===== src/rtl/xbus_arb2.sv =====
// Two-master arbiter in front of a single-port xbus slave with synchronous read.
// Define XARB_RR_EN for round-robin arbitration; otherwise m1 (data) has fixed priority.

`ifndef XBYTEC
`define XBYTEC 4
`endif
`ifndef XADDRW
`define XADDRW 32
`endif
`ifndef XDATAW
`define XDATAW 32
`endif

module xbus_arb2 #(
    parameter int LAT = 1
) (
    input  logic                 clk,
    input  logic                 rst,
    input  logic                 m0_req,
    input  logic                 m0_we,
    input  logic [`XBYTEC-1:0]   m0_be,
    input  logic [`XADDRW-1:0]   m0_addr,
    input  logic [`XDATAW-1:0]   m0_wdata,
    output logic                 m0_gnt,
    output logic                 m0_rvalid,
    output logic [`XDATAW-1:0]   m0_rdata,
    input  logic                 m1_req,
    input  logic                 m1_we,
    input  logic [`XBYTEC-1:0]   m1_be,
    input  logic [`XADDRW-1:0]   m1_addr,
    input  logic [`XDATAW-1:0]   m1_wdata,
    output logic                 m1_gnt,
    output logic                 m1_rvalid,
    output logic [`XDATAW-1:0]   m1_rdata,
    output logic                 xbus_cs,
    output logic                 xbus_we,
    output logic [`XBYTEC-1:0]   xbus_be,
    output logic [`XADDRW-1:0]   xbus_addr,
    output logic [`XDATAW-1:0]   xbus_wdata,
    input  logic [`XDATAW-1:0]   xbus_rdata
);

    logic           r_last;
    logic [LAT-1:0] r_pipe_vld;
    logic [LAT-1:0] r_pipe_own;

    logic           w_sel;
    logic           w_grant;
    logic           w_rd;

    // Winner selection: w_sel is the winning master id (0 when nobody requests).
    always_comb begin
        w_sel = 1'b0;
`ifdef XARB_RR_EN
        if (m0_req && m1_req) begin
            w_sel = ~r_last;
        end else begin
            w_sel = m1_req;
        end
`else
        if (m1_req) begin
            w_sel = 1'b1;
        end else begin
            w_sel = 1'b0;
        end
`endif
    end

    assign w_grant = (m0_req || m1_req) && !rst;
    assign w_rd    = w_grant && !xbus_we;

    // Slave bus mux; payload defaults to m0 when idle.
    always_comb begin
        m0_gnt     = 1'b0;
        m1_gnt     = 1'b0;
        xbus_cs    = w_grant;
        xbus_we    = 1'b0;
        xbus_be    = m0_be;
        xbus_addr  = m0_addr;
        xbus_wdata = m0_wdata;
        if (w_sel) begin
            m1_gnt     = w_grant;
            xbus_we    = w_grant && m1_we;
            xbus_be    = m1_be;
            xbus_addr  = m1_addr;
            xbus_wdata = m1_wdata;
        end else begin
            m0_gnt     = w_grant;
            xbus_we    = w_grant && m0_we;
        end
    end

    // Response tag pipeline and most-recent-winner register.
    always_ff @(posedge clk) begin
        if (rst) begin
            r_pipe_vld <= '0;
            r_pipe_own <= '0;
            r_last     <= 1'b1;
        end else begin
            r_pipe_vld[0] <= w_rd;
            r_pipe_own[0] <= w_sel;
            for (int i = 1; i < LAT; i++) begin
                r_pipe_vld[i] <= r_pipe_vld[i-1];
                r_pipe_own[i] <= r_pipe_own[i-1];
            end
            if (w_grant) begin
                r_last <= w_sel;
            end else begin
                r_last <= r_last;
            end
        end
    end

    // Final pipeline stage steers the one-cycle rvalid to the owning master.
    always_comb begin
        m0_rvalid = r_pipe_vld[LAT-1] && !r_pipe_own[LAT-1] && !rst;
        m1_rvalid = r_pipe_vld[LAT-1] &&  r_pipe_own[LAT-1] && !rst;
        m0_rdata  = xbus_rdata;
        m1_rdata  = xbus_rdata;
    end

endmodule


===== config.mk =====
export PLATFORM = sky130hd
export DESIGN_NAME = xbus_arb2
export DESIGN_NICKNAME = d
export VERILOG_FILES = /design/src/rtl/xbus_arb2.sv
export SDC_FILE = /design/constraint.sdc
export NUM_CORES = 1
export LEC_CHECK = 0
export BUFFER_PORTS_ARGS = -buffer_cell sky130_fd_sc_hd__buf_2
export CORE_AREA = 4 4 119 121
export CTS_CLUSTER_SIZE = 8
export DETAILED_ROUTE_END_ITERATION = 12
export DIE_AREA = 0 0 123 125
export GPL_TIMING_DRIVEN = 0
export PLACE_DENSITY = 0.46
export SLEW_MARGIN = 20
export SYNTH_ARGS = -nofsm -noshare
export SYNTH_HDL_FRONTEND = slang
export SYNTH_SLANG_ARGS = --single-unit

===== constraint.sdc =====
create_clock -name clk -period 0.9 [get_ports clk]
set_input_delay 0.045 -clock clk [delete_from_list [all_inputs] [get_ports clk]]
set_output_delay 0.045 -clock clk [all_outputs]
set_load 0.01 [all_outputs]

==> out/metrics.cfg, run 1 <==
[global_routing]
grt_max_degree = 11
track_usage_pct = 7.91
grt_pass1_vias = 2201
grt_overflow = 0
grt_pass1_wl_um = 10100
antenna_found_initial = 0

[power_and_ir_drop]
internal_power_mw = 1.74
finalPower_mw = 2.50
p_sw_mw = 0.760
power_leakage_nw = 2.14
swShare_pct = 30.4
pwr-share-comb_pct = 69.5
seq_power_share_pct = 3.9
clkPwrFrac_pct = 26.5
p_per_area_mw_per_mm2 = 721
vdd_drop_max_v = 0.000445

[cells_and_area]
n_antenna_cell = 0
syn_to_final_growth_pct = 96.9
layout.cells.non_filler = 611
drive_gt1_share_pct = 97.5
fin_area_mm2 = 0.00347
finish.utilization_pct = 26.5
finish.net_count = 611

[synthesis]
synth_most_common_cell = mux2_4
syn-cell-area_mm2 = 0.00176
synth_edf_count = 0
yosysWarnings = 0
synth_seq_cells = 2
synth_top_area_cell = mux2_4
avgSynthCellArea_um2 = 11.4
synth_ff_type = dfxtp_1
synth.area.top_cells = mux2_4 58%, buf_4 27%, buf_12 6.8%
synth_top_area_share_pct = 57.9
synth_cell_types = 14
synth_common_cells = 68 x mux2_4, 64 x buf_4, 6 x buf_12
netlist_instances = 154
syn_nets = 328
ys_seq_area_share_pct = 2.27
synthArstFlopShare_pct = 0

[floorplan]
start_util_pct = 13.5
core_area_mm2 = 0.0131
die_w_um = 123
num_rows = 42
die_h_um = 125
dieArea_mm2 = 0.0154
ios = 312

[worst_setup_path]
cp-end-kind = output port
critPathLaunchType = flip-flop
criticalPathCategory = flip-flop to output port
cp.required_ns = 0.85
crit_fanout = 2
cp.arrival_ns = 0.82

[route]
first_pass_iters = 2
drt-wirelength-per-cell_um = 12.1
via_per_inst = 3.49
dr.first_iter.drc_count = 33
drc = 0
drtAntennaViolNets = 0
routed_wl_um = 7390
num_vias = 2135

[clocking]
clkTransAtPathRegs_ns = 0.03
hold_buffers = 0
cts_buffers = 3
post-cts-setup-buffers = 0
ctsLongestPathBuffers = 2
cts_tree = yes
ctsHtreeMaxLevel = 1
clock-root-buffer = clkbuf_16
clkSinkCount = 2

[timing]
slew_violations = 0
worstMarginPinSlew_ns = 0.211
clock.fmax_ghz = 1.16
timing.final.crit_share_pct = 95.8
rsz0062_at_grt = true
setup_viol = 0
hold-worst-slack_ns = 0.0880
max-slew-margin-rel_pct = 85.9
setup_slack_ns = 0.0374
finalSetupTns_ns = 0
min_period_ns = 0.863
hold_viol = 0

[placed_design]
io_buffers = 278
place.gp.congestion = 0.690
place_area_mm2 = 0.00337
place_ws_ns = -0.0693
dp.cells = 608
hpwl_um = 6770

[flow_run]
drv_cap = 0

[hold_path]
hp-class = primary input to flip-flop

[status]
status = complete, no violations

==> power groups by stage <==
stage	sequential (mW)	clock, mW	combinational [mW]
after floorplan	0.0970	0	1.01
after global placement	0.0972	0	1.74
after detailed placement	0.0977	0	1.75
after CTS	0.0972	0.679	1.77
after global routing	0.0990	0.697	1.87
final	0.0980	0.664	1.74
==> final timing paths <==
kind                  start                    end  cells after the start
min                     rst  r_pipe_own$_SDFF_PP0_                      2
max   r_pipe_vld$_SDFF_PP0_              m1_rvalid                      2
==> layout make-up <==
cell class	instances	area (um^2)
well taps	176	220
inverters	2	7.51
repair buffers	278	1390
multi-input cells	78	1090
plain buffers	72	641
flip-flops and latches	2	42.5
clock buffers	3	75.1
fillers	1406	9610
==> cells in the final DEF (no fill, tap or decap) <==
cell type  count
and3b_1        1
a32o_1         2
and2_1         1
mux2_4        68
nor2_1         3
buf_12         8
clkbuf_16      3
nor2b_1        1
and2b_1        1
buf_4         64
nor3b_2        1
inv_1          2
dfxtp_2        2
buf_2        278
==> worst max-delay path, stage by stage, from the launching register on <==
cell and delay [ns]:
dfxtp_2 0.30, and3b_1 0.16, buf_2 0.13
==> per-layer routing <==
layer,GRT usage (%),routed length [um],vias up
li1,-,-,1028
met1,7.60,2370,928
met2,16.5,3890,177
met3,2.35,1120,2
met4,0.782,21,0
met5,0,0,-
==> cells by family (layout without fill, tap and decap cells) <==
family / after synthesis / after routing / synth area share (%)
buffers and inverters: 74 / 355 / 36.0
multiplexers: 68 / 68 / 57.9
flip-flops: 2 / 2 / 2.27
AO/OA/AOI/OAI: 2 / 2 / 1.14
AND/OR/NAND/NOR: 8 / 8 / 2.70
==> timing repair <==
action,4_1_cts,5_1_grt
resized for setup,4,2
cloned,0,0
endpoints found under the setup margin,69,2
==> state kept, by name (all words and copies together), names as in the netlist <==
name	flops
r_pipe_vld	1
r_pipe_own	1
(Power assumes the default switching activity.)
==> inputs of run 2 (changes only) <==
==> config.mk (replaced) <==
export PLATFORM = sky130hd
export DESIGN_NAME = xbus_arb2
export DESIGN_NICKNAME = d
export VERILOG_FILES = /design/src/rtl/xbus_arb2.sv
export SDC_FILE = /design/constraint.sdc
export NUM_CORES = 1
export LEC_CHECK = 0
export CORE_AREA = 4 4 118 120
export CTS_CLUSTER_SIZE = 8
export DETAILED_ROUTE_END_ITERATION = 12
export DIE_AREA = 0 0 122 124
export DONT_BUFFER_PORTS = 1
export GPL_TIMING_DRIVEN = 0
export PLACE_DENSITY = 0.3
export REMOVE_ABC_BUFFERS = 1
export SETUP_SLACK_MARGIN = 0.5
export SLEW_MARGIN = 20
export SYNTH_ARGS = -nofsm -noshare
export SYNTH_HDL_FRONTEND = slang
export SYNTH_SLANG_ARGS = --single-unit
==> out/metrics.cfg, run 2 (same netlist as run 1, synthesis figures left out) <==
[hold_path]
hold_path_depth = 1
holdPathEnd = r_pipe_own$_SDFF_PP0_
hp-class = primary input to flip-flop
min_from = rst

[global_routing]
grt_pass1_vias = 960
grt_pass1_wl_um = 7510
antenna_found_initial = 0
grt_max_degree = 73
grt_overflow = 0
track_usage_pct = 7.41

[clocking]
cts_tree = yes
clkTransAtPathRegs_ns = 0.03
ctsHtreeMaxLevel = 1
clkSinkCount = 2
post-cts-setup-buffers = 0
cts_buffers = 3
ctsLongestPathBuffers = 2
clock-root-buffer = clkbuf_16

[route]
drtAntennaViolNets = 0
highest_layer = met3
wl_met2_um = 2290
wirelength_met1_um = 2570
dr.first_iter.drc_count = 23
num_vias = 929
drt-wirelength-per-cell_um = 26.3
via_per_inst = 3.56
drc = 0
dr_wl_met3_um = 2000
routed_wl_um = 6870
first_pass_iters = 4

[timing]
clock.fmax_ghz = 1.20
worstMarginPinSlew_ns = 0.225
setup_viol = 0
rsz0062_at_grt = true
hold-worst-slack_ns = -0.109
finalSetupTns_ns = 0
hold_viol = 1
min_period_ns = 0.830
timing.final.crit_share_pct = 92.3
slew_violations = 0
max-slew-margin-rel_pct = 85.0

[worst_setup_path]
cp-end-kind = output port
slowest_stage = dfxtp_2
crit_chain = and3b_2
criticalPathCategory = flip-flop to output port
crit_fanout = 2
max_stage_delay_ns = 0.33
path_delay_family = flip-flops
cp.required_ns = 0.85
cp.arrival_ns = 0.79
critPathLaunchType = flip-flop
path_buf_inv = 0

[cells_and_area]
n_antenna_cell = 0
top_regs = r_pipe_own (1), r_pipe_vld (1)
fillers = 1506
final_common_cell = mux2_4
drive_gt1_share_pct = 91.8
multi_input_area_mm2 = 0.00111
layout.cells.non_filler = 261
finish.net_count = 261
regArea_um2 = 42.5
syn_to_final_growth_pct = -17.3
final_cell_mix = 68 x mux2_4, 3 x clkbuf_16, 2 x nor2_1, 2 x inv_1, 2 x dfxtp_2

[power_and_ir_drop]
p_per_area_mw_per_mm2 = 959
finalPower_mw = 1.40
vdd_drop_max_v = 0.00109
power_leakage_nw = 0.663

[floorplan]
dieArea_mm2 = 0.0151
start_util_pct = 13.6
num_rows = 42
die_w_um = 122
ios = 312
core_area_mm2 = 0.0130
die_h_um = 124

[placed_design]
dp.cells = 258
place.gp.congestion = 0.624
io_buffers = 0
hpwl_um = 6090

[status]
status = complete, but fails checks
violations = hold timing

[flow_run]
drv_cap = 0

-- run 2: metrics by stage --
| step | setup WS [ns] | utilization, % | area (um^2) |
|---|---|---|---|
| after floorplan | 0.245 | - | 1140 |
| after global placement | 0.0976 | 10.4 | 1360 |
| after detailed placement | 0.0992 | 10.4 | 1360 |
| after CTS | 0.0653 | 11.2 | 1460 |
| after global routing | 0.0468 | 11.2 | 1460 |
| final | 0.0695 | 11.2 | 1460 |
-- run 2: worst max-delay path by stage --
stage | from | endpoint | slack (ns) | cells past startpoint
2_1_floorplan | r_pipe_vld$_SDFF_PP0_ | m0_rvalid | 0.25 | 1
3_5_place_dp | r_pipe_vld$_SDFF_PP0_ | m0_rvalid | 0.1 | 1
6_report | r_pipe_own$_SDFF_PP0_ | m1_rvalid | 0.07 | 1
5_1_grt | r_pipe_own$_SDFF_PP0_ | m0_rvalid | 0.05 | 1
3_3_place_gp | r_pipe_vld$_SDFF_PP0_ | m0_rvalid | 0.1 | 1
4_1_cts | r_pipe_own$_SDFF_PP0_ | m1_rvalid | 0.07 | 1
-- run 2: area by class of cell --
class                           count  area share (%)
Clock buffer                        3            5.15
Multi-Input combinational cell     78            76.3
Tap cell                          176            15.1
Sequential cell                     2            2.92
Inverter                            2           0.515
-- run 2: report_power, final --
part / internal (mW) / total (mW) / switching [mW] / leakage (nW)
Combinational: 0.388 / 0.642 / 0.254 / 0.609
Sequential: 0.0957 / 0.0992 / 0.00347 / 0.0172
Clock: 0.564 / 0.657 / 0.0926 / 0.0370
-- run 2: timing repair --
action | 4_1_cts | 5_1_grt
cloned | 0 | 0
pin swaps | 1 | 0
endpoints found under the hold margin | 1 | 1
setup endpoints to repair | 68 | 61
resized for setup | 8 | 1
-- run 2: per-layer routing --
| metal | vias up | global-route usage, % |
|---|---|---|
| li1 | 327 | - |
| met4 | 0 | 0.420 |
| met2 | 200 | 7.73 |
| met3 | 0 | 9.72 |
| met1 | 402 | 9.01 |
| met5 | - | 0.694 |
==> inputs of run 3 (changes only) <==
--- a/config.mk
+++ b/config.mk
@@ -6,6 +6,7 @@
 export NUM_CORES = 1
 export LEC_CHECK = 0
 export CORE_AREA = 4 4 118 120
+export CTS_BUF_LIST = sky130_fd_sc_hd__clkbuf_16
 export CTS_CLUSTER_SIZE = 8
 export DETAILED_ROUTE_END_ITERATION = 12
 export DIE_AREA = 0 0 122 124
==> constraint.sdc (replaced) <==
create_clock -name clk -period 0.9 [get_ports clk]
set_input_delay 0.135 -clock clk [delete_from_list [all_inputs] [get_ports clk]]
set_output_delay 0.135 -clock clk [all_outputs]
set_load 0.01 [all_outputs]
==> out/metrics.cfg, run 3 (same netlist as run 1, synthesis figures left out) <==
[clocking]
clkSinkCount = 2
cts_buffers = 3
clock-root-buffer = clkbuf_16
ctsLongestPathBuffers = 2
cts_tree = yes
post-cts-setup-buffers = 0
ctsHtreeMaxLevel = 1
clkTransAtPathRegs_ns = 0.03

[worst_setup_path]
slowest_stage = dfxtp_2
crit_fanout = 2
path_delay_family = flip-flops
path_buf_inv = 0
cp.arrival_ns = 0.79
critPathLaunchType = flip-flop
criticalPathCategory = flip-flop to output port
cp-end-kind = output port
cp.depth = 1
crit_chain = and3b_2
cp.required_ns = 0.76
max_stage_delay_ns = 0.33
crit_start = r_pipe_own$_SDFF_PP0_

[cells_and_area]
fillers = 1505
finish.utilization_pct = 11.4
finish.net_count = 261
n_antenna_cell = 0
final_cell_mix = 68 x mux2_4, 3 x nor2_4, 3 x clkbuf_16, 2 x inv_1, 2 x dfxtp_2
final_common_cell = mux2_4
drive_gt1_share_pct = 95.3
layout.cells.non_filler = 261
top_regs = r_pipe_own (1), r_pipe_vld (1)
syn_to_final_growth_pct = -16.4

[timing]
max-slew-margin-rel_pct = 85.0
slew_violations = 0
min_period_ns = 0.921
timing.final.crit_share_pct = 102
hold-worst-slack_ns = -0.0192
finalSetupTns_ns = -0.0280
hold_viol = 1
clock.fmax_ghz = 1.09
setup_slack_ns = -0.0208
rsz0062_at_grt = true
worstMarginPinSlew_ns = 0.225
setup_viol = 2

[floorplan]
ios = 312
core_area_mm2 = 0.0130
dieArea_mm2 = 0.0151
num_rows = 42
die_w_um = 122
die_h_um = 124
start_util_pct = 13.6

[power_and_ir_drop]
vdd_drop_max_v = 0.00109
power_leakage_nw = 0.665
p_per_area_mw_per_mm2 = 953

[global_routing]
grt_pass1_wl_um = 7580
grt_max_degree = 73
grt_overflow = 0
grt_pass1_vias = 978
track_usage_pct = 7.46
antenna_found_initial = 0

[route]
via_per_inst = 3.56
drt-wirelength-per-cell_um = 26.4
first_pass_iters = 2
num_vias = 928
drtAntennaViolNets = 0
routed_wl_um = 6880
drc = 0
dr.first_iter.drc_count = 22

[flow_run]
drv_cap = 0

[status]
status = complete, but fails checks
violations = hold timing, setup timing

[placed_design]
place.gp.congestion = 0.624
io_buffers = 0
hpwl_um = 6090
place_ws_ns = 0.00917
dp.cells = 258

[hold_path]
hold_path_depth = 1
min_from = rst
hp-class = primary input to flip-flop

-- run 3: cell counts in the layout (fill, tap and decap cells not counted) --
No cell type changed its count.
-- run 3: through the flow --
| step | instance area, um^2 | total power, mW |
|---|---|---|
| 2_1_floorplan | 1140 | 0.675 |
| 5_1_grt | 1470 | 1.47 |
| 4_1_cts | 1470 | 1.44 |
| 3_3_place_gp | 1360 | 0.756 |
| 6_report | 1470 | 1.40 |
| 3_5_place_dp | 1360 | 0.750 |
-- run 3: final timing paths --
| check | endpoint | slack, ns |
|---|---|---|
| worst min-delay path | r_pipe_own$_SDFF_PP0_ | -0.02 |
| worst max-delay path | m1_rvalid | -0.02 |
-- run 3: per-layer routing --
metal  routed length [um]  vias to the layer above  track usage [%]
li1                     -                      326                -
met1                 2570                      403             9.01
met2                 2290                      199             7.87
met3                 2030                        0             9.76
met4                    0                        0            0.420
met5                    0                        -            0.694
-- run 3: power breakdown --
part	total, mW	internal, mW	switching (mW)
registers	0.0992	0.0957	0.00347
logic	0.648	0.392	0.256
clock network	0.658	0.565	0.0934
-- run 3: area by class of cell --
type	count	area, um^2	share of cell area (%)
clock buffer	3	75.1	5.09
inverter	2	7.51	0.509
multi-input combinational	78	1130	76.6
sequential	2	42.5	2.89
tap	176	220	14.9
-- run 3: repair_timing --
action / 4_1_cts / 5_1_grt
pin swaps: 5 / 0
resized for setup: 14 / 0
hold endpoints to repair: 1 / 1
setup endpoints to repair: 75 / 75
cloned: 0 / 0
